[config.mk]
export PLATFORM = sky130hd
export DESIGN_NAME = pw_conv_post_process
export DESIGN_NICKNAME = d
export VERILOG_FILES = /design/src/rtl/pw_conv_post_process.sv
export SDC_FILE = /design/constraint.sdc
export NUM_CORES = 1
export LEC_CHECK = 0
export ABC_AREA = 1
export CAP_MARGIN = 15
export CORE_UTILIZATION = 58
export DETAILED_ROUTE_END_ITERATION = 12
export DONT_BUFFER_PORTS = 1
export HOLD_SLACK_MARGIN = 0.12
export PLACE_DENSITY = 0.74
export RECOVER_POWER = 25
export SLEW_MARGIN = 30
export SYNTH_ARGS = -nofsm -noshare
export SYNTH_HDL_FRONTEND = slang
export SYNTH_SLANG_ARGS = --single-unit
[constraint.sdc]
create_clock -name clk -period 1.5 [get_ports clk]
set_clock_uncertainty 0.05 [all_clocks]
set_input_delay 0.3 -clock clk [delete_from_list [all_inputs] [get_ports clk]]
set_output_delay 0.3 -clock clk [all_outputs]
set_load 0.02 [all_outputs]
[src/rtl/pw_conv_post_process.sv]
// Packs pairs of 72-bit PW-conv result beats into 144-bit feature-map words.
// Optional macro PWPOST_RELU_EN clamps negative input lanes to zero before packing.
module pw_conv_post_process #(
  parameter int unsigned LANE_W    = 9,
  parameter int unsigned IN_LANES  = 8,
  parameter int unsigned PAD_VALUE = 0,
  parameter int unsigned CNT_W     = 16
) (
  input  logic                         clk,
  input  logic                         rstn,
  input  logic                         in_valid,
  output logic                         in_ready,
  input  logic [LANE_W*IN_LANES-1:0]   in_data,
  input  logic                         in_last,
  output logic                         out_valid,
  input  logic                         out_ready,
  output logic [2*LANE_W*IN_LANES-1:0] out_data,
  output logic                         out_last,
  output logic [CNT_W-1:0]             word_cnt
);

  localparam int unsigned InW = LANE_W * IN_LANES;

  typedef enum logic [0:0] {StLow, StHigh} state_e;

  state_e             state_q, state_d;
  logic [InW-1:0]     hold_q, hold_d;
  logic [2*InW-1:0]   out_data_q, out_data_d;
  logic               out_last_q, out_last_d;
  logic               out_valid_q, out_valid_d;
  logic [CNT_W-1:0]   word_cnt_q, word_cnt_d;
  logic [InW-1:0]     din;
  logic [InW-1:0]     pad_word;
  logic               accept;
  logic               xfer;

  assign in_ready  = !out_valid_q || out_ready;
  assign accept    = in_valid && in_ready;
  assign xfer      = out_valid_q && out_ready;
  assign out_valid = out_valid_q;
  assign out_data  = out_data_q;
  assign out_last  = out_last_q;
  assign word_cnt  = word_cnt_q;

  // Lane conditioning shared by the hold and direct-load paths.
  always_comb begin
    din = in_data;
`ifdef PWPOST_RELU_EN
    for (int unsigned k = 0; k < IN_LANES; k++) begin
      if (in_data[k*LANE_W+LANE_W-1]) begin
        din[k*LANE_W +: LANE_W] = '0;
      end
    end
`endif
  end

  always_comb begin
    pad_word = '0;
    for (int unsigned k = 0; k < IN_LANES; k++) begin
      pad_word[k*LANE_W +: LANE_W] = LANE_W'(PAD_VALUE);
    end
  end

  always_comb begin
    state_d     = state_q;
    hold_d      = hold_q;
    out_data_d  = out_data_q;
    out_last_d  = out_last_q;
    out_valid_d = out_valid_q && !out_ready;
    word_cnt_d  = word_cnt_q;

    if (xfer) begin
      word_cnt_d = out_last_q ? '0 : word_cnt_q + CNT_W'(1);
    end

    if (accept) begin
      unique case (state_q)
        StLow: begin
          if (in_last) begin
            // Odd-length frame: the final beat closes the frame on its own.
            out_data_d  = {pad_word, din};
            out_last_d  = 1'b1;
            out_valid_d = 1'b1;
          end else begin
            hold_d  = din;
            state_d = StHigh;
          end
        end
        StHigh: begin
          out_data_d  = {din, hold_q};
          out_last_d  = in_last;
          out_valid_d = 1'b1;
          state_d     = StLow;
        end
        default: state_d = StLow;
      endcase
    end
  end

  always_ff @(posedge clk or negedge rstn) begin
    if (!rstn) begin
      state_q     <= StLow;
      hold_q      <= '0;
      out_data_q  <= '0;
      out_last_q  <= 1'b0;
      out_valid_q <= 1'b0;
      word_cnt_q  <= '0;
    end else begin
      state_q     <= state_d;
      hold_q      <= hold_d;
      out_data_q  <= out_data_d;
      out_last_q  <= out_last_d;
      out_valid_q <= out_valid_d;
      word_cnt_q  <= word_cnt_d;
    end
  end

endmodule
# After elaboration in Yosys (flattened, before gate mapping)
# Index checks and enable logic that the tools add are counted.
dict set report totals {
  regBits 235
  elab_cells 28
}
dict set report classes {
  add_sub_neg 1
  n_eq_ne 1
  n_mux 10
  bitwise 2
  n_reduce_logical 8
}
# operator n
set op_table {}
lappend op_table {{$pmux W144 S2} 1}
lappend op_table {{$mux W144} 1}
lappend op_table {{$add A16 B1 Y16 const B} 1}
lappend op_table {{$mux W16} 1}
lappend op_table {{$pmux W1 S2} 3}
lappend op_table {{$mux W1} 4}
lappend op_table {{$logic_and A1 B1 Y1} 3}
lappend op_table {{$reduce_and A3 Y1} 1}
lappend op_table {{$logic_not A1 Y1} 2}
lappend op_table {{$ne A2 B2 Y1 const B} 1}
lappend op_table {{$not A1 Y1} 2}
lappend op_table {{$reduce_and A2 Y1} 1}
lappend op_table {{$logic_or A1 B1 Y1} 1}

# Depth between registers and ports, before layout
dict set report depth {
  depth_word 5
  mapped_depth 8
  ltp_nobuf 8
}

# Worst setup path before layout
# OpenSTA, ideal clock, no wires.
dict set report synth_path {
  path_kind {register to register}
  startpoint {register out_valid_q, in the netlist out_valid}
  endpoint {register out_data_q[134], in the netlist out_data[134]}
  setup_ps 135
  arrival_time_ps 1255
  t_required_ps 1315
  setup_slack_ps 60
  stages_incl_launch_ff 7
  n_path_buf 2
  synth_period_minus_slack_ps 1440
  cell_sequence {dfrtp_1 -> nand2_4 -> nand2_4 -> buf_4 -> clkbuf_1 -> o21ai_0 -> o31ai_1}
}
dict set report synth_via {
  elab_chain_cells 4
}
# item line
set synth_lines {}
lappend synth_lines {{start: declaration} 30} ;# logic out_valid_q, out_valid_d;
lappend synth_lines {{start signal: assignment} 113} ;# out_valid_q <= out_valid_d;
lappend synth_lines {{$logic_not A1 Y1} 37} ;# assign in_ready = !out_valid_q || out_ready;
lappend synth_lines {{$logic_or A1 B1 Y1} 37}
lappend synth_lines {{via in_ready} 12} ;# output logic in_ready,
lappend synth_lines {{$logic_and A1 B1 Y1} 38} ;# assign accept = in_valid && in_ready;
lappend synth_lines {{$reduce_and A2 Y1 (no line)} -}
lappend synth_lines {{end signal: assignment} 111} ;# out_data_q <= out_data_d;
lappend synth_lines {{end: declaration} 28} ;# logic [2*InW-1:0] out_data_q, out_data_d;
# The timed path passes the listed nets, and every way through them passes these cells.
# A chain may end at the register's enable or synchronous reset.

# Worst setup path in the final report
dict set report layout_path {
  startpoint {register out_valid_q, in the netlist out_valid}
  endpoint {output port in_ready}
}
dict set report layout_via {
  elab_chain_cells 2
}
# item line
set layout_lines {}
lappend layout_lines {{$logic_not A1 Y1} 37}
lappend layout_lines {{$logic_or A1 B1 Y1} 37}
lappend layout_lines {{end: declaration} 12}
# No other way between the ends.

==> results.json <==
{
  "violations": "negative hold slack, negative setup slack",
  "drive_above_1_share": 0.101,
  "swShare": 0.351,
  "ys_types": 27,
  "p_sw_w": 0.00733,
  "worstMarginPinSlew_ns": 0.660,
  "io_buffer_count": 0,
  "antenna_found_initial": 1,
  "gp_congestion": 0.823,
  "clk_latency_ns": 0.51,
  "endpoint_kind": "primary output",
  "grt_max_degree": 236,
  "setup_viol_count_final": 1,
  "synth_area_leader_cell": "dfrtp_1",
  "path_clk_slew_ns": 0.06,
  "htree_num_levels": 1,
  "holdBufCountCts": 75,
  "pwr-share-seq": 0.521,
  "crit_path_max_fanout": 3,
  "worst_ep_arrival_time_ns": 1.19,
  "grt_use_met3": 0.0779,
  "synthCells": 1081,
  "ys_ff_latch": 235,
  "initial_core_util": 0.602,
  "maxCapViolCount": 0,
  "first_pass_iters": 7,
  "nets": 1239,
  "async_flop_share": 1.00,
  "synth_top_area_share": 0.583,
  "yosys-top-cells-count": "nand2_1, dfrtp_1, o21ai_0",
  "syn2layout_area_growth_pct": 22.1,
  "p_leak_nw": 5.59,
  "fin_tns_setup_ns": -0.0352,
  "p_per_area_nw_per_um2": 1700,
  "detailroute.via_count": 8113,
  "slew_violations": 0,
  "track_usage": 0.273,
  "core_area_sq_um": 16800,
  "internal-power_w": 0.0136,
  "grt_setup_unrepaired": "true",
  "yosysSeqAreaShare": 0.583,
  "wl_um": 26300,
  "cts_tree": "yes",
  "hold_violations": 235,
  "routedWlPerCell_um": 18.8,
  "pwr-share-comb": 0.193,
  "root_buffer": "clkbuf_16",
  "dieArea_sq_um": 17900,
  "utilization": 0.735,
  "path_class": "register to primary output",
  "finalWorstSetupSlack_ns": -0.0352,
  "ant_nets": 0,
  "hpwl_um": 14500,
  "peakVddDrop_mv": 1.31,
  "io_pins": 240,
  "grt_pass1_vias": 7542,
  "syn_nets": 1159,
  "grt_first_pass_wirelength_um": 39100,
  "clockPowerShare": 0.286,
  "cts_made_buffers": 24,
  "period_minus_slack_ns": 1.54,
  "top_usage_layer": "met2",
  "clock-sinks": 235,
  "cp.required_ns": 1.15,
  "drt_iter0_drc": 531,
  "status": "finished, violations left",
  "grt_use_met1": 0.356,
  "fmaxAchievable_mhz": 651,
  "synth_most_common_cell": "nand2_1",
  "synth-edff-count": 0,
  "synthesis.area_sq_um": 10100,
  "rows": 47,
  "syn_area_per_cell_sq_um": 9.34,
  "cts_buffer_depth": 3,
  "die_h_um": 134,
  "yosys_warnings": 0,
  "post-route-period-util": 1.02,
  "synth.area.top_cells": "dfrtp_1, nand2_1, o21ai_0",
  "slew_headroom": 0.560,
  "hold_ws_ns": -0.557,
  "grt_use_met2": 0.442,
  "vias_per_cell": 5.80,
  "setup.worst_path.start_class": "register",
  "drc": 0,
  "hp-class": "input pin to asynchronous set/reset pin",
  "die_w_um": 134,
  "grt-ovfl-total": 0,
  "ys.flop_type": "dfrtp_1"
}
[through the flow]
stage / cell area [sq um] / worst slack [ns] / power (W) / std cells / hold slack (ns)
3_3_place_gp: 10400 / 0.0790 / 0.0141 / 1261 / -0.0405
6_report: 12300 / -0.0352 / 0.0209 / 1399 / -0.557
3_5_place_dp: 10400 / 0.0316 / 0.0143 / 1261 / -0.0409
4_1_cts: 12000 / -0.0345 / 0.0205 / 1381 / -0.570
5_1_grt: 12300 / -0.0758 / 0.0219 / 1399 / -0.581
2_1_floorplan: 10100 / 0.0601 / 0.0132 / 1081 / -0.0456
[sequential cells by signal, summed over array words and instances, names as in the netlist]
signal     flops
out_data     144
hold_q        72
word_cnt      16
out_last       1
out_valid      1
state_q        1
[power groups by stage]
stage	Sequential, W	Clock (W)	Combinational [W]
CTS	0.0109	0.00604	0.00363
global placement	0.0109	0	0.00325
global route	0.0111	0.00631	0.00451
detailed placement	0.0109	0	0.00339
floorplan	0.0105	0	0.00265
finish	0.0109	0.00598	0.00403
[placed cells by master (no fill, tap or decap), types with 2 or more instances in the layout]
cell | Yosys | layout
inv_2 | 2 | 2
o21ai_2 | 2 | 2
dfrtp_2 | 0 | 3
clkbuf_8 | 0 | 7
o21ai_0 | 166 | 148
dlygate4sd3_1 | 0 | 74
buf_16 | 0 | 4
nor2_2 | 1 | 3
o21a_1 | 72 | 72
nor2_4 | 1 | 4
a21oi_1 | 7 | 7
buf_4 | 2 | 31
buf_12 | 0 | 9
clkinv_2 | 0 | 5
dfrtp_1 | 235 | 232
o21ai_1 | 58 | 76
clkbuf_16 | 0 | 31
o31ai_1 | 72 | 72
nand3_1 | 8 | 7
buf_6 | 10 | 5
inv_1 | 85 | 84
nand2_2 | 1 | 3
clkbuf_1 | 34 | 5
nand2_1 | 253 | 251
nor2_1 | 31 | 26
nor3b_1 | 2 | 2
nand2_4 | 2 | 2
[cells by family after synthesis]
group,synth area share
adders and majority gates,0.00124
buffers and inverters,0.0733
AOI/OAI and AO/OA,0.224
xor gates and xnor gates,0.000868
and+or+nand+nor,0.118
DFF,0.583
[layer usage]
layer / part of all wire / vias up
met5: 0 / -
met4: 0.033 / 0
met3: 0.081 / 56
met2: 0.48 / 305
met1: 0.41 / 3971
li1: - / 3781
[area by class of cell]
class / count / area, sq um
diodes: 1 / 2.50
clock buffers: 37 / 741
clock inverters: 6 / 55.1
fillers: 1188 / 4440
inverters: 87 / 339
multi-input cells: 681 / 3520
flip-flops and latches: 235 / 5880
well taps: 220 / 275
repair buffers: 131 / 1500
repair inverters: 1 / 8.76
[worst max-delay path: stages, from the launching register on]
cell	delay [ns]
dfrtp_2	0.43
nand2_4	0.10
buf_6	0.14
[final timing paths]
| path | startpoint | end | slack, ns | cells after the start |
|---|---|---|---|---|
| max in group asynchronous | rstn | out_valid | 1.36 | 0 |
| max | out_valid | in_ready | -0.04 | 2 |
| min reg2reg | hold_q[59] | hold_q[59] | 0.43 | 2 |
| min in group clk | in_valid | out_valid | 0.27 | 3 |
| min | rstn | word_cnt[10] | -0.56 | 0 |
| max reg2reg | out_valid | out_data[43] | 0.03 | 7 |
[repair_timing]
item                       4_1_cts  5_1_grt
setup endpoints to repair        2      148
hold endpoints to repair       407      235
resized for setup                3       50
pin swaps                        1        6
gates cloned                     1        8
setup buffers                    1        9
Power figures use the tool's default switching activity.
==> variant, RTL diff (config.mk and constraints unchanged) <==
Register the output `word_cnt` once more, cleared by the reset; this adds one clock of latency there. The other outputs are not delayed to match.
--- a/src/rtl/pw_conv_post_process.sv
+++ b/src/rtl/pw_conv_post_process.sv
@@ -40,7 +40,13 @@
   assign out_valid = out_valid_q;
   assign out_data  = out_data_q;
   assign out_last  = out_last_q;
-  assign word_cnt  = word_cnt_q;
+  always_ff @(posedge clk or negedge rstn) begin
+    if (!rstn) begin
+      word_cnt <= '0;
+    end else begin
+      word_cnt <= word_cnt_q;
+    end
+  end
 
   // Lane conditioning shared by the hold and direct-load paths.
   always_comb begin
Behaviour: not the same (a bounded check fails within 4 cycles, from zero or initial values and one cycle with rstn low).
==> variant against the original RTL <==
The run still ends with negative hold slack, negative setup slack left; register-to-register slack gained 0.04 ns; sequential cell count grew 16; area after synthesis grew 4.1%; design area grew 0.96%; power grew 1.0%; utilization shrank 2.3 points; count of clock-buffer cells in the layout is the same; maximum frequency shrank 1.7%; final cell count grew 0.36%; sequential share of layout area grew 2.8 points; global-route usage shrank 1.7 points; worst setup slack lost 0.027 ns; routed wire length shrank 9.2%; critical path depth grew 1; critical endpoint unchanged; highest routed layer unchanged.
==> variant: results (changes against the original RTL) <==
worst ir drop on vdd - 1.06 mV (-19%)
cell count after synthesis - 1101 (+1.9%)
Post-DP HPWL - 14.7 mm (+1.6%)
Final setup viols - 2 (+1)
setup slack, reg-to-reg - 0.07 ns (+0.04 ns)
Multi-In Gates - 679 (-0.29%)
CP arrival - 1.21 ns (+0.02 ns)
Seq/Total Area, Yosys - 59.8% (+1.5 points)
reported leakage power - 5.68 nW (+1.5%)
placed insts - 1279 (+1.4%)
Final Hold Vio Count - 251 (+6.8%)
WL final - 23.9 mm (-9.2%)
largest cells by area after synthesis - dfrtp_1 (60%), nand2_1 (9.1%), o21ai_0 (7.9%)
Synth Net Count - 1179 (+1.7%)
non-clock buffer total of the final layout - 113 (-14%)
Global Route Usage Sum - 25.6% (-1.7 points)
r2r worst-path depth - 4 (-3)
RR Endpoint - hold_q[68]
WHS - -0.569 ns (-0.0122 ns)
r2r startpoint - state_q
total CTS buffers - 25 (+4.2%)
Layout non-clock buf frac - 9.86% (-2.3 points)
failing checks - negative hold slack, negative setup slack
Synth cell types - 26 (-3.7%)
hold_buf cts - 74 (-1.3%)
fin area - 12400 um^2 (+0.96%)
Slowest cell on crit path - dfrtp_1
status - finished, violations left
Switching Power - 7.14 mW (-2.7%)
global-route wire length before repair - 37.9 mm (-3.1%)
pre-CTS setup slack - -0.0572 ns (-0.0887 ns)
inverter count - 92 (+4.5%)
drt first pass iters - 5 (-2)
vias per cell - 5.64 (-2.8%)
Seq. cell area - 6280 um^2 (+6.8%)
final setup margin - -0.0624 ns (-0.0272 ns)
pin count of the biggest net entering global routing - 252 (+6.8%)
FP Rows - 48 (+2.1%)
[variant: cell families after synthesis]
| logic type | share of synthesized area, % |
|---|---|
| compound gates | 21.6 |
| fa+ha+maj | 0.119 |
| buf+inv | 7.39 |
| flops | 59.8 |
| simple gates | 11.1 |
[variant: power groups by stage]
stage / sequential (mW) / combinational (mW) / clock [mW]
after floorplan: 11.0 / 2.65 / 0
after CTS: 11.4 / 3.53 / 6.28
after global routing: 11.6 / 4.09 / 6.52
after detailed placement: 11.5 / 3.34 / 0
final: 11.4 / 3.58 / 6.14
after global placement: 11.4 / 3.17 / 0
[variant: per-layer routing]
| layer | routed length, um | track usage (%) |
|---|---|---|
| met1 | 9600 | 31.8 |
| met2 | 11500 | 42.4 |
| met3 | 1850 | 7.11 |
| met4 | 907 | 10.2 |
| met5 | 0 | 0 |
[variant: what timing repair did]
item,in CTS,in global routing
setup buffers,3,3
setup endpoints to repair,42,63
pin swaps,2,2
resized for setup,5,19
gates cloned,0,1
endpoints found under the hold margin,430,251
